==> src/rtl/adapter_axi_stream_2_block_fifo.sv <==
// AXI-Stream slave that fills one side of a ping-pong block FIFO per block.
// tuser[0] rides in the FIFO word MSB so frame-start markers survive the FIFO.
module adapter_axi_stream_2_block_fifo #(
    parameter int DATA_WIDTH   = 24,
    parameter int STROBE_WIDTH = DATA_WIDTH / 8,
    parameter int USE_KEEP     = 0
) (
    input  logic                  i_axi_clk,
    input  logic                  rst,
    input  logic [3:0]            i_axi_user,
    input  logic [DATA_WIDTH-1:0] i_axi_data,
    input  logic                  i_axi_last,
    input  logic                  i_axi_valid,
    output logic                  o_axi_ready,
    input  logic [1:0]            i_block_fifo_rdy,
    output logic [1:0]            o_block_fifo_act,
    input  logic [23:0]           i_block_fifo_size,
    output logic                  o_block_fifo_stb,
    output logic [DATA_WIDTH:0]   o_block_fifo_data,
    output logic [31:0]           o_debug
);

    typedef enum logic [1:0] {
        ST_IDLE    = 2'd0,
        ST_READY   = 2'd1,
        ST_RELEASE = 2'd2
    } state_t;

    state_t      state_q, state_d;
    logic [1:0]  act_q, act_d;
    logic [23:0] count_q, count_d;
    logic        last_side_q, last_side_d;

    logic [24:0] count_inc;
    logic        room;
    logic        block_done;
    logic        unused_bits;

    // 25-bit increment so a full 0xFFFFFF-word block cannot wrap the compare.
    assign count_inc  = {1'b0, count_q} + 25'd1;
    assign room       = (count_q < i_block_fifo_size);
    assign block_done = i_axi_last || (count_inc >= {1'b0, i_block_fifo_size});

    assign o_axi_ready       = (state_q == ST_READY) && (act_q != 2'b00) && room;
    assign o_block_fifo_stb  = i_axi_valid && o_axi_ready;
    assign o_block_fifo_data = {i_axi_user[0], i_axi_data};
    assign o_block_fifo_act  = act_q;

    assign o_debug = {8'h00, count_q[7:0], 5'h00, last_side_q, i_axi_valid,
                      o_axi_ready, i_block_fifo_rdy, act_q, {2'b00, state_q}};

    assign unused_bits = ^{i_axi_user[3:1], (STROBE_WIDTH != 0), (USE_KEEP != 0)};

    always_ff @(posedge i_axi_clk or posedge rst) begin
        if (rst) begin
            state_q     <= ST_IDLE;
            act_q       <= 2'b00;
            count_q     <= 24'd0;
            last_side_q <= 1'b1;
        end else begin
            state_q     <= state_d;
            act_q       <= act_d;
            count_q     <= count_d;
            last_side_q <= last_side_d;
        end
    end

    always_comb begin
        state_d     = state_q;
        act_d       = act_q;
        count_d     = count_q;
        last_side_d = last_side_q;
        case (state_q)
            ST_IDLE: begin
                if ((act_q == 2'b00) && (i_block_fifo_rdy != 2'b00)) begin
                    count_d = 24'd0;
                    state_d = ST_READY;
                    case (i_block_fifo_rdy)
                        2'b01:   act_d = 2'b01;
                        2'b10:   act_d = 2'b10;
                        default: begin
                            // Both sides free: alternate away from the last contended pick.
                            act_d       = last_side_q ? 2'b01 : 2'b10;
                            last_side_d = ~last_side_q;
                        end
                    endcase
                end
            end
            ST_READY: begin
                if (o_block_fifo_stb) begin
                    count_d = count_inc[23:0];
                    if (block_done) begin
                        act_d   = 2'b00;
                        state_d = ST_RELEASE;
                    end
                end else if (!room) begin
                    act_d   = 2'b00;
                    state_d = ST_RELEASE;
                end
            end
            ST_RELEASE: begin
                // One idle cycle gives the FIFO time to refresh its rdy flags.
                state_d = ST_IDLE;
            end
            default: begin
                state_d = ST_IDLE;
                act_d   = 2'b00;
            end
        endcase
    end

endmodule
==> config.mk <==
export PLATFORM = sky130hd
export DESIGN_NAME = adapter_axi_stream_2_block_fifo
export DESIGN_NICKNAME = d
export VERILOG_FILES = /design/src/rtl/adapter_axi_stream_2_block_fifo.sv
export SDC_FILE = /design/constraint.sdc
export NUM_CORES = 1
export LEC_CHECK = 0
export BUFFER_PORTS_ARGS = -buffer_cell sky130_fd_sc_hd__buf_2
export CAP_MARGIN = 20
export CORE_AREA = 5 5 90 92
export DETAILED_ROUTE_END_ITERATION = 10
export DIE_AREA = 0 0 95 97
export PLACE_DENSITY = 0.87
export SLEW_MARGIN = 10
export SYNTH_ARGS = -nofsm -noshare
export SYNTH_HDL_FRONTEND = slang
export SYNTH_SLANG_ARGS = --single-unit
export TNS_END_PERCENT = 10
==> constraint.sdc <==
create_clock -name i_axi_clk -period 3.2 [get_ports i_axi_clk]
set_clock_uncertainty 0.15 [all_clocks]
set_input_delay 0.64 -clock i_axi_clk [delete_from_list [all_inputs] [get_ports i_axi_clk]]
set_output_delay 0.64 -clock i_axi_clk [all_outputs]
set_load 0.005 [all_outputs]
# ---- Word-level counts from Yosys, hierarchy flattened
# Cells that the tools add are included.
# W data, S select, Z words.
dict set report totals {
  regBits 29
  input_bits 58
  word_cells 48
}
dict set report op_classes {
  n_addsub 1
  n_lt_le_gt_ge 2
  eq_ne 8
  n_mux 15
  n_bitwise 3
  reduce_logical 15
}
# cell count
set ops {}
lappend ops {{$mux W24} 2}
lappend ops {{$pmux W24 S2} 1}
lappend ops {{$add A24 B1 Y25 const B} 1}
lappend ops {{$ge A25 B24 Y1} 1}
lappend ops {{$lt A24 B24 Y1} 1}
lappend ops {{$mux W2} 9}
lappend ops {{$reduce_and A3 Y1} 3}
lappend ops {{$pmux W2 S2} 2}
lappend ops {{$ne A3 B3 Y1 const B} 2}
lappend ops {{$pmux W2 S3} 1}
lappend ops {{$reduce_bool A2 Y1} 3}
lappend ops {{$eq A2 B1 Y1 const B} 2}
lappend ops {{$eq A2 B2 Y1 const B} 2}
lappend ops {{$logic_and A1 B1 Y1} 4}
lappend ops {{$logic_not A2 Y1} 2}
lappend ops {{$ne A2 B2 Y1 const B} 2}
lappend ops {{$reduce_and A4 Y1} 1}
lappend ops {{$not A1 Y1} 3}
lappend ops {{$reduce_or A2 Y1} 1}
lappend ops {{$logic_or A1 B1 Y1} 1}

# ---- Depth between registers and ports, before layout
dict set report logic_depth {
  depth_word 6
  ltp_mapped 14
  mapped_depth_nobuf 14
}

# ---- Least setup slack after synthesis
# Ideal clock, no wire load.
dict set report synth_timing {
  kind {input-to-output}
  startpoint {in i_block_fifo_size[15]}
  endpoint {out o_block_fifo_stb}
  t_arrival_ps 2386
  setup_slack_ps 24
  path_stages 10
  cell_sequence {inv_1 > ha_1 > a21oi_1 > o21ai_1 > a2111oi_2 > o21ai_1 > or3b_1 > buf_4 > inv_2 > buf_4}
}
dict set report synth_between {
  elab_chain_cells 3
}
# element line_no
set synth_rtl {}
lappend synth_rtl {{from (decl)} 17} ;# input logic [23:0] i_block_fifo_size,
lappend synth_rtl {{$lt A24 B24 Y1} 41} ;# assign room = (count_q < i_block_fifo_size);
lappend synth_rtl {{$logic_and A1 B1 Y1} 44} ;# assign o_axi_ready = (state_q == ST_READY) && (act_q != 2'b00) && room;
lappend synth_rtl {{$logic_and A1 B1 Y1} 45} ;# assign o_block_fifo_stb = i_axi_valid && o_axi_ready;
lappend synth_rtl {{to (decl)} 18} ;# output logic o_block_fifo_stb,
# Every way passes these cells.

# ---- Worst setup path in the final report
dict set report layout_timing {
  startpoint {reg count_q[3]}
  endpoint {out o_block_fifo_stb}
}
dict set report layout_between {
  elab_chain_cells 3
}
# element line_no
set layout_rtl {}
lappend layout_rtl {{from (decl)} 31} ;# logic [23:0] count_q, count_d;
lappend layout_rtl {{from (signal assigned)} 63} ;# count_q <= count_d;
lappend layout_rtl {{$lt A24 B24 Y1} 41}
lappend layout_rtl {{$logic_and A1 B1 Y1} 44}
lappend layout_rtl {{$logic_and A1 B1 Y1} 45}
# Every way passes these cells.

==> qor.txt <==
Status: finished, violations left
Failing checks: negative setup slack
Post-route design area: 3980 µm²
Slew headroom: 44.8%
Seq/Total Area, Yosys: 22.4%
Reg-to-reg critical path endpoint: state_q[1]$_DFFE_PP0P_
Filler Cells Inserted: 628
Hold buffer count at CTS: 0
Post-Synth Simple-Gate Area: 19.1%
Iteration-0 DRC Markers: 175
Die Wd: 95 µm
CTS tree: built
CP Capture Point: o_block_fifo_stb
Root Buffer: clkbuf_8
R2R depth: 13
Layout cell share with drive strength beyond 1: 36.8%
Critical path class: flip-flop to output pin
Antenna violations before repair: 0
Routed vias/inst: 5.39
CP Max Fanout: 5
Antenna cells: 0
Sink Count: 29
Met3 GRT Util: 3.26%
Largest net degree at the start of global routing: 30
Total CTS buffers: 5
Xor-xnor portion of the synthesized cell area: 5.40%
Worst-Margin Slew: 0.826 ns
Compound-Gate Fraction of Synth Area: 15.1%
Required @ worst endpoint: 2.41 ns
Flops & latches, synth: 29
H-Tree Depth: 2
Routed via count: 2924
GR Util met1: 22.8%
Cell count after synthesis: 383
Slew Limit Fails: 0
Final Net Count: 552
Tot GR Track Use: 19.0%
Post-Syn Area: 3240 µm²
Grt total ovfl: 0
LEAKAGE: 2.33 nW
Total power: 1.46 mW
Worst flop-to-flop path startpoint: count_q[9]$_DFFE_PP0P_
Global-route wire length before repair: 14.3 mm
Gpl congestion: 0.897
GRT met2 Usage: 33.2%
Slack of the critical path: -0.00729 ns
I/O pin cnt: 119
Setup Viol. Count Final: 1
Area share of fa/ha/maj cells after synthesis: 20.1%
Final core occ: 55.8%
Chip height: 97 µm
Syn_area_per_cell: 8.47 µm²
DIE AREA: 9220 µm²
FP Rows: 31
Worst Setup SP: count_q[3]$_DFFE_PP0P_
VDD IR-drop max: 0.000270 V
WL per Instance: 16.5 µm
Synth warn: 0
Max-cap viol count: 0
Vias in the first global route: 3032
Total Wirelength: 8.92 mm
Post-synth EDFFs: 0
Drt first pass iters: 4
Final worst path period need: 3.21 ns
Post-synth cell types: 46
Antenna violation net count after detailed routing: 0
Deepest clock path buffer count: 2
Startpoint Class: flip-flop
Final worst-path cycle share: 100%
Area delta synth->final: 22.8%
GR peak layer: met2
RSZ-0062 raised after global routing: yes
Clk Latency, worst-skew pair: 0.29 ns
WHS: 0.249 ns
Power Density: 366 nW/µm²
DRC errors left: 0
Core Area: 7140 µm²
Fmax achieved: 312 MHz
Placed Instance Area: 3520 µm²
Internal reg-to-reg setup slack: 0.13 ns
Predominant post-synthesis flop cell: dfrtp_1
Multiplexer area fraction after synthesis: 0%
Ys async rst share: 100%
Port Buffer Count: 50
Clk slew on worst S/H paths: 0.08 ns
HPWL after DPL: 6.42 mm
Hold crit path type: input pin to async pin
Final Hold Fails: 0
CP endpoint kind: output pin
Arrival time of the worst setup path: 2.42 ns
Initial core utilization: 45.5%
Largest family of logic cells by synthesized area: adder cells
## layout by cell type, fill, tap and decap left out, types with 3 or more instances in the layout
cell type,count
inv_2,9
xor2_1,11
nor2b_1,3
and4_1,4
conb_1,15
xnor2_1,8
dfrtp_1,26
nor2_1,14
inv_1,20
a31o_2,3
and3_1,23
nand2_1,24
o21ai_0,6
ha_4,12
buf_4,49
a21oi_1,19
nand3_1,13
a21o_1,22
o21ai_1,3
buf_2,50
clkbuf_8,5
ha_1,40
nand4_1,7
## worst min-delay path by stage
stage / from / to / slack, ns / depth (start not counted)
3_3_place_gp: last_side_q$_DFFE_PP1P_ / last_side_q$_DFFE_PP1P_ / 0.37 / 1
5_1_grt: rst / count_q[0]$_DFFE_PP0P_ / 0.29 / 3
4_1_cts: rst / count_q[0]$_DFFE_PP0P_ / 0.27 / 3
2_1_floorplan: state_q[0]$_DFFE_PP0P_ / o_block_fifo_act[0]$_DFFE_PP0P_ / 0.35 / 1
3_5_place_dp: state_q[0]$_DFFE_PP0P_ / o_block_fifo_act[1]$_DFFE_PP0P_ / 0.38 / 1
6_report: rst / count_q[0]$_DFFE_PP0P_ / 0.25 / 3
## metrics by stage
stage | setup TNS (ns) | instances | setup WS, ns
after CTS | -0.00197 | 539 | -0.00197
after detailed placement | -0.814 | 523 | -0.200
after global placement | -0.506 | 523 | -0.127
final | -0.00729 | 542 | -0.00729
after floorplan | 0 | 397 | 0.0241
after global routing | -0.198 | 542 | -0.0730
## layout make-up
class | instances | area [µm²] | share of cell area, %
tap | 99 | 124 | 3.11
sequential | 29 | 729 | 18.3
clock inverter | 3 | 46.3 | 1.16
timing repair buffer | 101 | 649 | 16.3
inverter | 30 | 115 | 2.89
multi-input combinational | 275 | 2250 | 56.5
clock buffer | 5 | 68.8 | 1.73
## layer usage
layer | up-vias | wire length [µm]
li1 | 1394 | -
met1 | 1385 | 3450
met2 | 119 | 4690
met3 | 26 | 538
met4 | 0 | 241
met5 | - | 0
## synthesized netlist by cell type (all sizes together), types with 2 or more instances
cell type	number	share of area, %
a2111oi	2	0.73
a211oi	2	0.46
a21o	22	5.1
a21oi	21	3.2
a31o	3	0.81
a31oi	2	0.39
and2	3	0.58
and3	24	4.6
and4	6	1.6
buf	60	14
clkbuf	3	0.35
dfrtp	28	22
ha	52	20
inv	30	3.5
nand2	26	3.0
nand2b	2	0.39
nand3	15	2.3
nand4	7	1.3
nor2	15	1.7
nor2b	5	0.96
nor3	2	0.31
nor3b	2	0.46
nor4	3	0.58
o2111ai	2	0.54
o211ai	2	0.46
o21a	2	0.46
o21ai	9	1.4
or2	2	0.39
xnor2	9	2.4
xor2	11	3.0
## what timing repair did
item | in CTS | in global routing
buffers inserted | 9 | 3
setup endpoints to repair | 5 | 7
gates resized for setup | 23 | 33
pin swaps | 15 | 14
## worst max-delay path: stages, from the launching register on
cell and delay, ns:
dfrtp_1 0.39, buf_4 0.16, ha_1 0.31, a21o_1 0.19
a22oi_2 0.14, nand3_1 0.11, a31oi_2 0.22, or3b_4 0.43
inv_4 0.08, buf_2 0.11
## logic make-up after synthesis
group           after synthesis
compound gates               73
other cells                   1
fa+ha+maj                    52
xor+xnor                     20
buf+inv                      93
simple gates                115
flops                        29
## where the power goes
group / leakage (nW) / internal (mW) / total (mW) / switching (mW)
Sequential: 0.393 / 0.412 / 0.460 / 0.0480
Combinational: 1.88 / 0.267 / 0.595 / 0.327
Clock: 0.0543 / 0.233 / 0.401 / 0.168
## sequential cells by signal, summed over array words and instances (netlist names)
signal            flops
count_q              24
state_q               2
o_block_fifo_act      2
last_side_q           1
Note: power is estimated with default switching activity, not from simulation.
